## src/rtl/hwpe_ctrl_package.sv

```systemverilog
// Shared types for the HWPE control job scheduler: FSM states, acquire responses, job id width.
package hwpe_ctrl_package;

    localparam int unsigned SCHED_JOB_ID_WIDTH = 8;

    typedef enum logic [1:0] {
        IDLE   = 2'd0,
        START  = 2'd1,
        RUN    = 2'd2,
        RETIRE = 2'd3
    } sched_state_t;

    typedef enum logic [1:0] {
        GRANTED  = 2'd0,
        CRITICAL = 2'd1,
        FULL     = 2'd2
    } sched_resp_t;

endpackage

```

## src/rtl/hwpe_ctrl_ctx_ring.sv

```systemverilog
// Context ring: prepare pointer, running index and pending-job count over N_CONTEXT slots.
module hwpe_ctrl_ctx_ring #(
    parameter int unsigned N_CONTEXT = 2,
    parameter int unsigned LOG_CXT   = 1,
    parameter int unsigned CNT_W     = 2
) (
    input  logic               clk_i,
    input  logic               rst_ni,
    input  logic               clear_i,
    input  logic               push_i,
    input  logic               pop_i,
    output logic [LOG_CXT-1:0] pointer_o,
    output logic [LOG_CXT-1:0] running_o,
    output logic [CNT_W-1:0]   pending_o,
    output logic               full_o
);

    logic [LOG_CXT-1:0] pointer_q, running_q;
    logic [CNT_W-1:0]   pending_q;

    // Explicit wrap so non-power-of-2 depths never index a missing context.
    function automatic logic [LOG_CXT-1:0] wrap_inc(input logic [LOG_CXT-1:0] idx);
        return (idx == LOG_CXT'(N_CONTEXT - 1)) ? '0 : idx + LOG_CXT'(1);
    endfunction

    always_ff @(posedge clk_i or negedge rst_ni) begin
        if (!rst_ni) begin
            pointer_q <= '0;
            running_q <= '0;
            pending_q <= '0;
        end else if (clear_i) begin
            pointer_q <= '0;
            running_q <= '0;
            pending_q <= '0;
        end else begin
            if (push_i) pointer_q <= wrap_inc(pointer_q);
            if (pop_i)  running_q <= wrap_inc(running_q);
            case ({push_i, pop_i})
                2'b10:   pending_q <= pending_q + CNT_W'(1);
                2'b01:   pending_q <= pending_q - CNT_W'(1);
                default: pending_q <= pending_q;
            endcase
        end
    end

    assign pointer_o = pointer_q;
    assign running_o = running_q;
    assign pending_o = pending_q;
    assign full_o    = (pending_q == CNT_W'(N_CONTEXT));

endmodule

```

## src/rtl/hwpe_ctrl_job_scheduler.sv

```systemverilog
// Offload-job scheduler: lock test-and-set, context ring, in-order start/retire FSM.
// Optional lock watchdog enabled by defining HWPE_CTRL_SCHED_LOCK_TIMEOUT_EN.
module hwpe_ctrl_job_scheduler
    import hwpe_ctrl_package::*;
#(
    parameter int unsigned N_CONTEXT    = 2,
    parameter int unsigned ID_WIDTH     = 16,
    parameter int unsigned LOCK_TIMEOUT = 256,
    localparam int unsigned LOG_CXT     = (N_CONTEXT > 1) ? $clog2(N_CONTEXT) : 1,
    localparam int unsigned CNT_W       = $clog2(N_CONTEXT + 1)
) (
    input  logic                          clk_i,
    input  logic                          rst_ni,
    input  logic                          clear_i,
    input  logic                          acquire_i,
    input  logic [ID_WIDTH-1:0]           acquire_src_i,
    output logic                          acquire_valid_o,
    output logic [1:0]                    acquire_resp_o,
    output logic [SCHED_JOB_ID_WIDTH-1:0] acquire_job_id_o,
    input  logic                          trigger_i,
    input  logic [ID_WIDTH-1:0]           trigger_src_i,
    output logic                          trigger_err_o,
    output logic                          engine_start_o,
    input  logic                          engine_done_i,
    output logic                          true_done_o,
    output logic [LOG_CXT-1:0]            pointer_context_o,
    output logic [LOG_CXT-1:0]            running_context_o,
    output logic                          full_context_o,
    output logic                          is_critical_o,
    output logic [CNT_W-1:0]              pending_jobs_o,
    output logic                          busy_o
);

    logic                          lock_q;
    logic [ID_WIDTH-1:0]           owner_q;
    logic [SCHED_JOB_ID_WIDTH-1:0] offload_id_q;
    sched_resp_t                   resp_q;
    sched_state_t                  state_q;
    logic                          trigger_ok, grant, pop, full, timeout_fire;
    logic [CNT_W-1:0]              pending;

    assign trigger_ok = trigger_i && lock_q && (trigger_src_i == owner_q);
    assign grant      = acquire_i && !lock_q && !full;
    assign pop        = (state_q == RETIRE);

`ifdef HWPE_CTRL_SCHED_LOCK_TIMEOUT_EN
    localparam int unsigned TO_W = $clog2(LOCK_TIMEOUT + 1);
    logic [TO_W-1:0] to_cnt_q;

    // A valid commit in the expiry cycle wins over the watchdog.
    assign timeout_fire = lock_q && !trigger_ok && (to_cnt_q == TO_W'(LOCK_TIMEOUT - 1));

    always_ff @(posedge clk_i or negedge rst_ni) begin
        if (!rst_ni)                  to_cnt_q <= '0;
        else if (clear_i || grant)    to_cnt_q <= '0;
        else if (lock_q)              to_cnt_q <= to_cnt_q + TO_W'(1);
    end
`else
    assign timeout_fire = 1'b0;
`endif

    hwpe_ctrl_ctx_ring #(
        .N_CONTEXT (N_CONTEXT),
        .LOG_CXT   (LOG_CXT),
        .CNT_W     (CNT_W)
    ) i_ctx_ring (
        .clk_i     (clk_i),
        .rst_ni    (rst_ni),
        .clear_i   (clear_i),
        .push_i    (trigger_ok),
        .pop_i     (pop),
        .pointer_o (pointer_context_o),
        .running_o (running_context_o),
        .pending_o (pending),
        .full_o    (full)
    );

    always_ff @(posedge clk_i or negedge rst_ni) begin
        if (!rst_ni) begin
            lock_q           <= 1'b0;
            owner_q          <= '0;
            offload_id_q     <= '0;
            resp_q           <= GRANTED;
            acquire_job_id_o <= '0;
            acquire_valid_o  <= 1'b0;
            trigger_err_o    <= 1'b0;
        end else if (clear_i) begin
            lock_q           <= 1'b0;
            owner_q          <= '0;
            offload_id_q     <= '0;
            resp_q           <= GRANTED;
            acquire_job_id_o <= '0;
            acquire_valid_o  <= 1'b0;
            trigger_err_o    <= 1'b0;
        end else begin
            acquire_valid_o <= acquire_i;
            trigger_err_o   <= (trigger_i && !trigger_ok) || timeout_fire;
            if (acquire_i) begin
                if (lock_q)     resp_q <= CRITICAL;
                else if (full)  resp_q <= FULL;
                else begin
                    resp_q           <= GRANTED;
                    acquire_job_id_o <= offload_id_q;
                    offload_id_q     <= offload_id_q + SCHED_JOB_ID_WIDTH'(1);
                end
            end
            if (grant) begin
                lock_q  <= 1'b1;
                owner_q <= acquire_src_i;
            end else if (trigger_ok || timeout_fire) begin
                lock_q <= 1'b0;
            end
        end
    end

    always_ff @(posedge clk_i or negedge rst_ni) begin
        if (!rst_ni) begin
            state_q        <= IDLE;
            engine_start_o <= 1'b0;
            true_done_o    <= 1'b0;
        end else if (clear_i) begin
            state_q        <= IDLE;
            engine_start_o <= 1'b0;
            true_done_o    <= 1'b0;
        end else begin
            engine_start_o <= 1'b0;
            true_done_o    <= 1'b0;
            case (state_q)
                IDLE:   if (pending != '0) state_q <= START;
                START: begin
                    engine_start_o <= 1'b1;
                    state_q        <= RUN;
                end
                RUN:    if (engine_done_i) state_q <= RETIRE;
                RETIRE: begin
                    true_done_o <= 1'b1;
                    state_q     <= IDLE;
                end
                default: state_q <= IDLE;
            endcase
        end
    end

    assign acquire_resp_o = resp_q;
    assign full_context_o = full;
    assign is_critical_o  = lock_q;
    assign pending_jobs_o = pending;
    assign busy_o         = (state_q != IDLE) || (pending != '0);

endmodule

```

## config.mk

```make
export PLATFORM = sky130hd
export DESIGN_NAME = hwpe_ctrl_job_scheduler
export DESIGN_NICKNAME = d
export VERILOG_FILES = /design/src/rtl/hwpe_ctrl_package.sv /design/src/rtl/hwpe_ctrl_ctx_ring.sv /design/src/rtl/hwpe_ctrl_job_scheduler.sv
export SDC_FILE = /design/constraint.sdc
export NUM_CORES = 1
export LEC_CHECK = 0
export BUFFER_PORTS_ARGS = -buffer_cell sky130_fd_sc_hd__buf_2
export CAP_MARGIN = 20
export CORE_MARGIN = 2
export CORE_UTILIZATION = 54
export CTS_BUF_LIST = sky130_fd_sc_hd__clkbuf_2
export DETAILED_ROUTE_END_ITERATION = 16
export HOLD_SLACK_MARGIN = 0.08
export PLACE_DENSITY = 0.82
export SLEW_MARGIN = 15
export SYNTH_ARGS = -nofsm -noshare
export SYNTH_HDL_FRONTEND = slang
export SYNTH_SLANG_ARGS = --single-unit
```

## constraint.sdc

```tcl
create_clock -name clk_i -period 2.3 [get_ports clk_i]
set_clock_uncertainty 0.2 [all_clocks]
set_input_delay 0.115 -clock clk_i [delete_from_list [all_inputs] [get_ports clk_i]]
set_output_delay 0.115 -clock clk_i [all_outputs]
set_load 0.005 [all_outputs]
```

==> results.py <==
metrics = {
    "synth": {
        "synth_ff_type": "dfrtp_1",
        "syn_inst": 234,
        "syn_avg_cell_area_um2": 9.336,
        "yosysWarnings": 0,
        "synth_cell_types": 33,
        "syn-num-nets": 277,
        "synth_edf_count": 0,
        "syn_area_um2": 2185,
        "synthArstFlopShare": 1.000,
        "synth_top_cell_by_area": "dfrtp_1",
        "yosys_register_bits": 45,
        "synth_area_leaders": "dfrtp_1, nand2_1, xor2_1, a21oi_1, ha_1",
        "synth_top_area_frac": 0.5155,
        "ys_seq_area_frac": 0.5155,
    },
    "worst_setup_path": {
        "startpoint": "owner_q[11]",
        "crit_path_end_kind": "flip-flop",
        "reg2reg_from": "owner_q[11]",
        "path_class": "reg -> reg",
        "cp.required_ns": 2.44,
        "arrival_ns": 2.35,
        "startpoint_type": "flip-flop",
        "cp_max_fo": 2,
        "r2r.worst_path.cells": 5,
    },
    "finish": {
        "final_cell_mix": "buf_2, nand2_1, dfrtp_1",
        "fin_util": 0.7394,
        "mostFrequentLayoutCell": "buf_2",
        "area_delta_synth_final_pct": 33.45,
        "nets": 371,
        "drive_above_1_share": 0.2371,
        "diodes": 0,
        "fin_area_um2": 2915,
        "nFillCells": 283,
    },
    "global_routing": {
        "grt_max_degree": 32,
        "grt_overflow": 0,
        "grt_pass1_vias": 1898,
        "grt_usage": 0.2588,
        "antenna_found_initial": 0,
        "grt_pass1_wl_mm": 8.556,
    },
    "timing": {
        "drv_slew": 0,
        "period_share": 0.9612,
        "layout_min_cycle_time_ns": 2.211,
        "max_slew.worst_pin.slew_ns": 0.6361,
        "rsz0062_at_grt": "no",
        "slew_headroom": 0.5745,
        "hold_viol_final": 0,
        "timing.hold.ws_ns": 0.09899,
        "final.setup.tns_ns": 0,
        "fmaxAchievable_ghz": 0.4523,
        "setup_violations": 0,
        "setup_slack_ns": 0.08925,
    },
    "pwr": {
        "ir_drop_mv": 0.3496,
        "p_sw_mw": 0.4609,
        "leakagePower_nw": 1.456,
        "pwr-share-clk": 0.207,
        "p_comb_frac": 0.221,
        "p_int_mw": 1.062,
        "seq_power_share": 0.571,
        "switching_share": 0.3026,
        "powerDensity_nw_per_um2": 522.3,
    },
    "floorplan": {
        "num_io_pins": 59,
        "dieArea_um2": 4570,
        "rows": 23,
        "placeableCoreArea_um2": 3943,
        "start_util": 0.5541,
        "die_x_um": 67.61,
        "die_y_um": 67.61,
    },
    "clock_network": {
        "cts_tree": "done",
        "htree_levels": 2,
        "cts_buffer_depth": 2,
        "cts_buffers": 5,
        "clockRootBuffer": "clkbuf_2",
        "path_clk_slew_ns": 0.22,
        "worstSkewPairLatency_ns": 0.43,
        "clock_sinks": 45,
    },
    "placed_design": {
        "pre_cts_ws_ns": 0.4018,
        "port_buffers": 58,
        "dp_hpwl_mm": 3.554,
        "placed_cell_area_um2": 2560,
        "place_congestion": 0.8235,
    },
    "detailed_routing": {
        "via_per_inst": 5.158,
        "totalWireLength_mm": 5.381,
        "ant_nets": 0,
        "drc": 0,
        "wire_per_inst_um": 14.20,
        "drtIter0Drc": 152,
        "vias": 1955,
        "drtPass1Iterations": 5,
    },
    "flow_run": {
        "cap_viol_max_count": 0,
    },
    "hold_path": {
        "hp-class": "in -> reg",
        "holdPathStages": 5,
        "holdCritStartpoint": "trigger_src_i[7]",
    },
    "run_status": {
        "outcome": "finished clean",
    },
}
==> power groups by stage <==
stage / Clock, mW / Combinational [mW] / Sequential [mW]
after floorplan: 0 / 0.162 / 0.876
after global placement: 0 / 0.273 / 0.879
after detailed placement: 0 / 0.284 / 0.883
after CTS: 0.327 / 0.323 / 0.868
after global routing: 0.364 / 0.376 / 0.875
final: 0.316 / 0.337 / 0.870
==> metrics by stage <==
| stage | instances | total power [mW] |
|---|---|---|
| after floorplan | 234 | 1.038 |
| after global placement | 338 | 1.152 |
| after detailed placement | 338 | 1.167 |
| after CTS | 374 | 1.518 |
| after global routing | 379 | 1.615 |
| final | 379 | 1.523 |
==> cells in the mapped netlist, types with 2 or more instances <==
| master | count |
|---|---|
| nand2_1 | 54 |
| dfrtp_1 | 45 |
| a21oi_1 | 29 |
| xor2_1 | 21 |
| nor2_1 | 16 |
| nor2b_1 | 7 |
| clkbuf_1 | 6 |
| ha_1 | 5 |
| nand3_1 | 4 |
| nor4_1 | 4 |
| xnor2_1 | 4 |
| and2_1 | 3 |
| buf_2 | 3 |
| inv_1 | 3 |
| nand4_1 | 3 |
| nor3_1 | 3 |
| or3_1 | 3 |
| mux2i_1 | 2 |
| nand2b_1 | 2 |
| nand3b_1 | 2 |
| nor3b_1 | 2 |
| o21ai_0 | 2 |
==> worst max-delay path, stage by stage (launching register included) <==
cell and delay (ns):
dfrtp_1 0.45, xor2_1 0.19, nor4_1 0.42, and3b_1 0.24, a21oi_1 0.07, dlygate4sd3_1 0.56
==> sequential cells by signal (all words and copies together), names as in the netlist, 2 cells and up <==
register	flops
acquire_job_id_o	8
acquire_resp_o	2
i_ctx_ring.pending_o	2
offload_id_q	8
owner_q	16
state_q	2
==> per-layer routing <==
metal	wire (µm)	vias to the layer above	GRT usage	part of all wire
met5	0	-	0	0
met4	81	0	0.08673	0.015
met3	249	8	0.06333	0.046
met2	2908	45	0.4645	0.54
met1	2142	941	0.2997	0.40
li1	-	961	-	-
==> worst paths after layout <==
kind,end,slack (ns)
hold / removal,i_ctx_ring.pending_o[1],0.1
setup reg to reg,trigger_err_o,0.09
hold reg to reg,acquire_job_id_o[2],0.33
setup / recovery,trigger_err_o,0.09
max in group asynchronous,true_done_o,0.36
min in group asynchronous,owner_q[1],0.51
==> layout make-up <==
class	count	area, µm²	share of cell area
clock buffer	5	25.02	0.008584
clock inverter	3	12.51	0.004292
inverter	3	11.26	0.003863
multi-input combinational	176	1012	0.3472
sequential	45	1126	0.3863
tap	50	62.56	0.02146
timing repair buffer	97	665.6	0.2283
==> repair_timing <==
item,in CTS,in global routing
hold endpoints to repair,83,0
hold buffers,28,0
gates resized for setup,0,0
setup buffers,0,5
setup endpoints to repair,0,2
==> cells by family after synthesis <==
family	Yosys count	synth area share
adder cells (fa/ha/maj)	5	0.02864
multiplexers	2	0.009164
XOR/XNOR	25	0.1002
AO/OA/AOI/OAI	35	0.08477
buffers and inverters	13	0.02405
AND/OR/NAND/NOR	109	0.2377
flip-flops	45	0.5155
Note: power is estimated with default switching activity, not from simulation.
